`src/rtl/router_pkg.sv`:
```
// Shared widths and word type for the router output FIFO.
// A stored word is the header flag followed by the packet byte.
package router_pkg;
    localparam int DATA_W     = 8;
    localparam int FIFO_DEPTH = 16;
    localparam int PTR_W      = 5;
    localparam int ADDR_W     = PTR_W - 1;
    localparam int CNT_W      = DATA_W - 2;
    localparam int WORD_W     = DATA_W + 1;

    typedef struct packed {
        logic              hdr;
        logic [DATA_W-1:0] data;
    } fifo_word_t;

    // Header byte carries payload length in [7:2]; one extra byte for parity.
    function automatic logic [CNT_W-1:0] pkt_count(input fifo_word_t w);
        return w.data[DATA_W-1:2] + CNT_W'(1);
    endfunction
endpackage

```
`src/rtl/router_fifo_mem.sv`:
```
// 16 x 9 storage for router_fifo: synchronous write, asynchronous read.
// The output register lives in router_fifo, so the read port stays combinational.
module router_fifo_mem
    import router_pkg::*;
(
    input  logic              clock,
    input  logic              wr_en,
    input  logic [ADDR_W-1:0] wr_addr,
    input  logic [WORD_W-1:0] wr_word,
    input  logic [ADDR_W-1:0] rd_addr,
    output logic [WORD_W-1:0] rd_word
);
    logic [WORD_W-1:0] mem_q [FIFO_DEPTH];

    // No reset: contents survive reset and are fenced off by the pointers.
    always_ff @(posedge clock) begin
        if (wr_en) begin
            mem_q[wr_addr] <= wr_word;
        end
    end

    assign rd_word = mem_q[rd_addr];
endmodule

```
`src/rtl/router_fifo.sv`:
```
// Router output FIFO: 16-deep packet buffer with header-driven byte counter.
// Define ROUTER_FIFO_HIZ_EN to float data_out when idle instead of driving 8'h00.
module router_fifo
    import router_pkg::*;
(
    input  logic              clock,
    input  logic              reset,
    input  logic              soft_reset,
    input  logic              write_enb,
    input  logic              read_enb,
    input  logic              lfd_state,
    input  logic [DATA_W-1:0] data_in,
    output logic [DATA_W-1:0] data_out,
    output logic              full,
    output logic              empty
);
    logic [PTR_W-1:0]  wr_ptr_q, wr_ptr_d;
    logic [PTR_W-1:0]  rd_ptr_q, rd_ptr_d;
    logic [CNT_W-1:0]  cnt_q, cnt_d;
    logic [DATA_W-1:0] dout_q, dout_d;
    logic              oe_q, oe_d;
    logic              do_wr, do_rd;
    logic [WORD_W-1:0] rd_raw;
    fifo_word_t        rd_word;

    assign empty = (wr_ptr_q == rd_ptr_q);
    assign full  = (wr_ptr_q[ADDR_W-1:0] == rd_ptr_q[ADDR_W-1:0]) &&
                   (wr_ptr_q[PTR_W-1] != rd_ptr_q[PTR_W-1]);

    // A flush wins over any same-cycle transfer, including the memory write.
    assign do_wr = write_enb && !full  && !soft_reset;
    assign do_rd = read_enb  && !empty && !soft_reset;

    router_fifo_mem u_mem (
        .clock   (clock),
        .wr_en   (do_wr),
        .wr_addr (wr_ptr_q[ADDR_W-1:0]),
        .wr_word ({lfd_state, data_in}),
        .rd_addr (rd_ptr_q[ADDR_W-1:0]),
        .rd_word (rd_raw)
    );

    assign rd_word = fifo_word_t'(rd_raw);

    always_comb begin
        wr_ptr_d = wr_ptr_q;
        rd_ptr_d = rd_ptr_q;
        cnt_d    = cnt_q;
        dout_d   = dout_q;
        oe_d     = oe_q;
        if (soft_reset) begin
            wr_ptr_d = '0;
            rd_ptr_d = '0;
            cnt_d    = '0;
            oe_d     = 1'b0;
        end else begin
            if (do_wr) begin
                wr_ptr_d = wr_ptr_q + PTR_W'(1);
            end
            if (do_rd) begin
                rd_ptr_d = rd_ptr_q + PTR_W'(1);
                dout_d   = rd_word.data;
                oe_d     = 1'b1;
                if (rd_word.hdr) begin
                    cnt_d = pkt_count(rd_word);
                end else if (cnt_q != '0) begin
                    cnt_d = cnt_q - CNT_W'(1);
                end
            end else if (cnt_q == '0) begin
                // Packet fully delivered: release the output to its idle value.
                oe_d = 1'b0;
            end
        end
    end

    always_ff @(posedge clock or posedge reset) begin
        if (reset) begin
            wr_ptr_q <= '0;
            rd_ptr_q <= '0;
            cnt_q    <= '0;
            dout_q   <= '0;
            oe_q     <= 1'b1;
        end else begin
            wr_ptr_q <= wr_ptr_d;
            rd_ptr_q <= rd_ptr_d;
            cnt_q    <= cnt_d;
            dout_q   <= dout_d;
            oe_q     <= oe_d;
        end
    end

`ifdef ROUTER_FIFO_HIZ_EN
    assign data_out = oe_q ? dout_q : {DATA_W{1'bz}};
`else
    assign data_out = oe_q ? dout_q : '0;
`endif
endmodule

```
`config.mk`:
```
export PLATFORM = sky130hd
export DESIGN_NAME = router_fifo
export DESIGN_NICKNAME = d
export VERILOG_FILES = /design/src/rtl/router_pkg.sv /design/src/rtl/router_fifo_mem.sv /design/src/rtl/router_fifo.sv
export SDC_FILE = /design/constraint.sdc
export NUM_CORES = 1
export LEC_CHECK = 0
export ABC_AREA = 0
export ABC_CLOCK_PERIOD_IN_PS = 2800
export BUFFER_PORTS_ARGS = -buffer_cell sky130_fd_sc_hd__buf_2
export CAP_MARGIN = 20
export CORE_MARGIN = 1
export CORE_UTILIZATION = 45
export CTS_CLUSTER_SIZE = 25
export DETAILED_ROUTE_END_ITERATION = 6
export GPL_ROUTABILITY_DRIVEN = 0
export MAX_ROUTING_LAYER = met4
export SLEW_MARGIN = 20
export SYNTH_ARGS = -nofsm -noshare
export SYNTH_HDL_FRONTEND = slang
export SYNTH_SLANG_ARGS = --single-unit
```
`constraint.sdc`:
```
create_clock -name clock -period 2.8 [get_ports clock]
set_input_delay 0.28 -clock clock [delete_from_list [all_inputs] [get_ports clock]]
set_output_delay 0.28 -clock clock [all_outputs]
set_load 0.1 [all_outputs]
```
==> qor.json <==
{
  "status": {"value": "finished clean"},
  "synth-adder-area-share": {"value": 0.0139},
  "wire_per_inst": {"value": 21.0, "unit": "um"},
  "number_of_buffers_inserted_to_repair_setup_after_cts": {"value": 0},
  "fp.dieH": {"value": 129, "unit": "um"},
  "core": {"value": 15400, "unit": "um2"},
  "pre_cts_slack": {"value": 155, "unit": "ps"},
  "dominant_combinational_cell_family_by_area_after_synthesis": {"value": "multiplexers"},
  "worstPathCellList": {"value": "mux4_1, mux2i_1, mux2i_1, or3_1, or3_1, o211ai_1"},
  "clk_root_buffer_cell": {"value": "clkbuf_16"},
  "worst_pin_slew": {"value": 692, "unit": "ps"},
  "synthesis.yosys.warnings": {"value": 0},
  "timing.max_cap.violations": {"value": 0},
  "die_footprint": {"value": 16600, "unit": "um2"},
  "max_stage_delay": {"value": 620, "unit": "ps"},
  "floorplan.initialDensity": {"value": 0.468},
  "gr-total-overflow": {"value": 0},
  "routed_via_density": {"value": 5.45},
  "ys_top_cells_by_count": {"value": "edfxtp_1 (144), mux4_2 (27), dfrtp_1 (24)"},
  "drt_wl_total": {"value": 14500, "unit": "um"},
  "arrival": {"value": 2860, "unit": "ps"},
  "multiInputGateArea": {"value": 2060, "unit": "um2"},
  "final_period_minus_worst_setup_slack": {"value": 2530, "unit": "ps"},
  "placementRows": {"value": 45},
  "cell_count_final_fillers_out": {"value": 690},
  "regArea": {"value": 4950, "unit": "um2"},
  "setup.worst_path.start_class": {"value": "register"},
  "dr.first_iter.drc_count": {"value": 243},
  "mapped_area": {"value": 7220, "unit": "um2"},
  "fin_crit_sh": {"value": 0.903},
  "yosysTopAreaCell": {"value": "edfxtp_1"},
  "htreeDepth": {"value": 4},
  "cells_on_worst_reg2reg_path": {"value": 6},
  "synthesis.nets": {"value": 430},
  "antenna_violations_before_repair": {"value": 1},
  "final_antenna_net_count": {"value": 0},
  "grt_max_degree": {"value": 23},
  "cts_max_path_buffers": {"value": 2},
  "finish_stage_setup_viols": {"value": 0},
  "critical-path-slowest-cell": {"value": "dfrtp_4"},
  "yosys_most_used_dff": {"value": "edfxtp_1"},
  "cellPowerDensity": {"value": 774, "unit": "nW/um2"},
  "clk_pin_slew_worst_paths": {"value": 70, "unit": "ps"},
  "grt_util_all_layers": {"value": 0.200},
  "num_vias": {"value": 3762},
  "syn2layout_area_growth": {"value": 15.4, "unit": "%"},
  "timing.rr.end": {"value": "cnt_q[4]"},
  "post_synth_inst_count": {"value": 408},
  "worst-setup-path-type": {"value": "register to register"},
  "number_of_global_route_vias_before_repair": {"value": 3869},
  "port_buffers": {"value": 23},
  "cts_inserted_buffers": {"value": 17},
  "seq_area_frac_synth": {"value": 0.686},
  "slew_viol_final": {"value": 0},
  "clock-sinks": {"value": 169},
  "hold_path_class": {"value": "input port to register"},
  "postLayoutSetupSlackWorst": {"value": 271, "unit": "ps"},
  "post_synth_arst_share": {"value": 0.148},
  "post_synth.cell_area_avg": {"value": 17.7, "unit": "um2"},
  "crit_path_max_fo": {"value": 18},
  "floorplan.die.width": {"value": 129, "unit": "um"},
  "compound_gate_portion_of_the_synthesized_area": {"value": 0.0354},
  "timing_hold_violations_final": {"value": 0},
  "post-synth-top-area-fraction": {"value": 0.599},
  "timing.clock.skew": {"value": 8.42, "unit": "ps"},
  "tritoncts": {"value": "yes"},
  "grt_setup_unrepaired": {"value": "no"},
  "required_time_at_the_worst_slack_endpoint": {"value": 3140, "unit": "ps"},
  "synth-seq-cells": {"value": 169},
  "peakVddDrop": {"value": 457, "unit": "uV"},
  "simple_gate_portion_of_the_synthesized_area": {"value": 0.0679},
  "min_delay_startpoint": {"value": "data_in[0]"},
  "dr.pass1.iters": {"value": 4},
  "worstHoldEndpoint": {"value": "u_mem.mem_q[7][0]"},
  "clock_insertion_delay_worst_skew": {"value": 430, "unit": "ps"},
  "boundaryPins": {"value": 24},
  "synthMostInstantiatedCell": {"value": "edfxtp_1"},
  "final_layout_size_suffix_gt1_frac": {"value": 0.266},
  "worstHoldPathCells": {"value": 1},
  "element_type_at_the_critical_path_end": {"value": "register"},
  "grt_first_pass_wirelength": {"value": 22800, "unit": "um"},
  "reg2reg_from": {"value": "rd_ptr_q[0]"},
  "r2r_slack": {"value": 270, "unit": "ps"},
  "synthMuxAreaShare": {"value": 0.146},
  "maxClockFrequency": {"value": 0.395, "unit": "GHz"},
  "netlist-cell-type-count": {"value": 51},
  "synth_xor_area_frac": {"value": 0.0218},
  "worst_slew_margin_rel": {"value": 0.526},
  "dp_hpwl": {"value": 9750, "unit": "um"},
  "layout.nets": {"value": 487},
  "detail_route.drc_violations": {"value": 0},
  "power_leakage": {"value": 0.00289, "unit": "uW"},
  "synth.area.top_cells": {"value": "edfxtp_1 (60%), mux4_2 (8.4%), dfrtp_1 (8.3%)"},
  "filler_cell_count": {"value": 1273},
  "place.detailed.instances": {"value": 656},
  "synth_edf_count": {"value": 144},
  "fin_setup_tns": {"value": 0, "unit": "ps"}
}
## per-stage QoR
step	power [uW]	hold slack, ps	utilization	cell area (um2)
detailed placement	4300	361	0.503	7760
finish	6440	236	0.540	8330
global route	6730	230	0.540	8330
floorplan	4030	307	-	7220
global placement	4280	353	0.503	7760
CTS	6500	221	0.539	8320
## routing by layer
layer,global-route usage,share of wire,vias up
li1,-,-,1713
met1,0.264,0.46,1937
met2,0.299,0.48,89
met3,0.0516,0.049,23
met4,0.0754,0.019,0
met5,-,0,-
## area by class of cell
class / count / area share
clock buffer: 17 / 0.0511
antenna: 1 / 0.000300
multi-input combinational: 205 / 0.247
sequential: 169 / 0.595
inverter: 15 / 0.00676
clock inverter: 15 / 0.0153
tap: 211 / 0.0317
timing repair buffer: 57 / 0.0529
## cell families (layout without fill, tap and decap cells)
logic type,after synthesis,in the layout
xor+xnor,18,18
buf+inv,34,104
flops,169,169
simple gates,89,89
other cells,0,1
mux,56,56
fa+ha+maj,8,8
compound gates,34,34
## worst max-delay path by stage
stage	start	end	slack (ps)
floorplan	rd_ptr_q[0]	empty	240
global placement	rd_ptr_q[0]	cnt_q[4]	150
detailed placement	rd_ptr_q[0]	cnt_q[4]	150
CTS	rd_ptr_q[0]	cnt_q[4]	140
global route	rd_ptr_q[0]	cnt_q[4]	100
finish	rd_ptr_q[0]	cnt_q[4]	270
## sequential cells by signal (all words and copies together) (netlist names)
signal / flops
oe_q: 1
cnt_q: 6
rd_ptr_q: 5
dout_q: 8
u_mem.mem_q: 144
wr_ptr_q: 5
## report_power, final
| group | leakage (uW) | switching (uW) | internal, uW |
|---|---|---|---|
| Sequential | 0.00162 | 110 | 2850 |
| Combinational | 0.000992 | 709 | 563 |
| Clock | 0.000275 | 1040 | 1170 |
## critical path: cells and delay by family, from the launching register on
family	cells	cell delay, ps
mux	3	1010
simple gates	2	720
flops	1	620
compound gates	1	90
## cells in the final DEF, fill, tap and decap left out, types with 5 or more instances in the layout
cell type	Yosys	layout
mux4_2	27	27
inv_1	15	15
dfrtp_1	24	23
xor2_1	5	5
nand2_1	11	11
ha_1	8	8
mux2_2	7	7
clkbuf_16	0	17
edfxtp_1	144	144
mux2i_1	13	13
a21oi_1	5	5
inv_6	0	7
mux4_1	9	9
buf_4	0	30
nor2_1	21	21
buf_12	4	5
buf_2	8	21
nor3_1	5	5
nor2b_1	5	5
and2_1	21	21
xnor2_1	13	13
## timing repair
| action | CTS | global route |
|---|---|---|
| resized for setup | 0 | 1 |
| setup endpoints to repair | 0 | 7 |
| hold buffers | 1 | 0 |
| endpoints found under the hold margin | 12 | 0 |
Power figures use the tool's default switching activity.
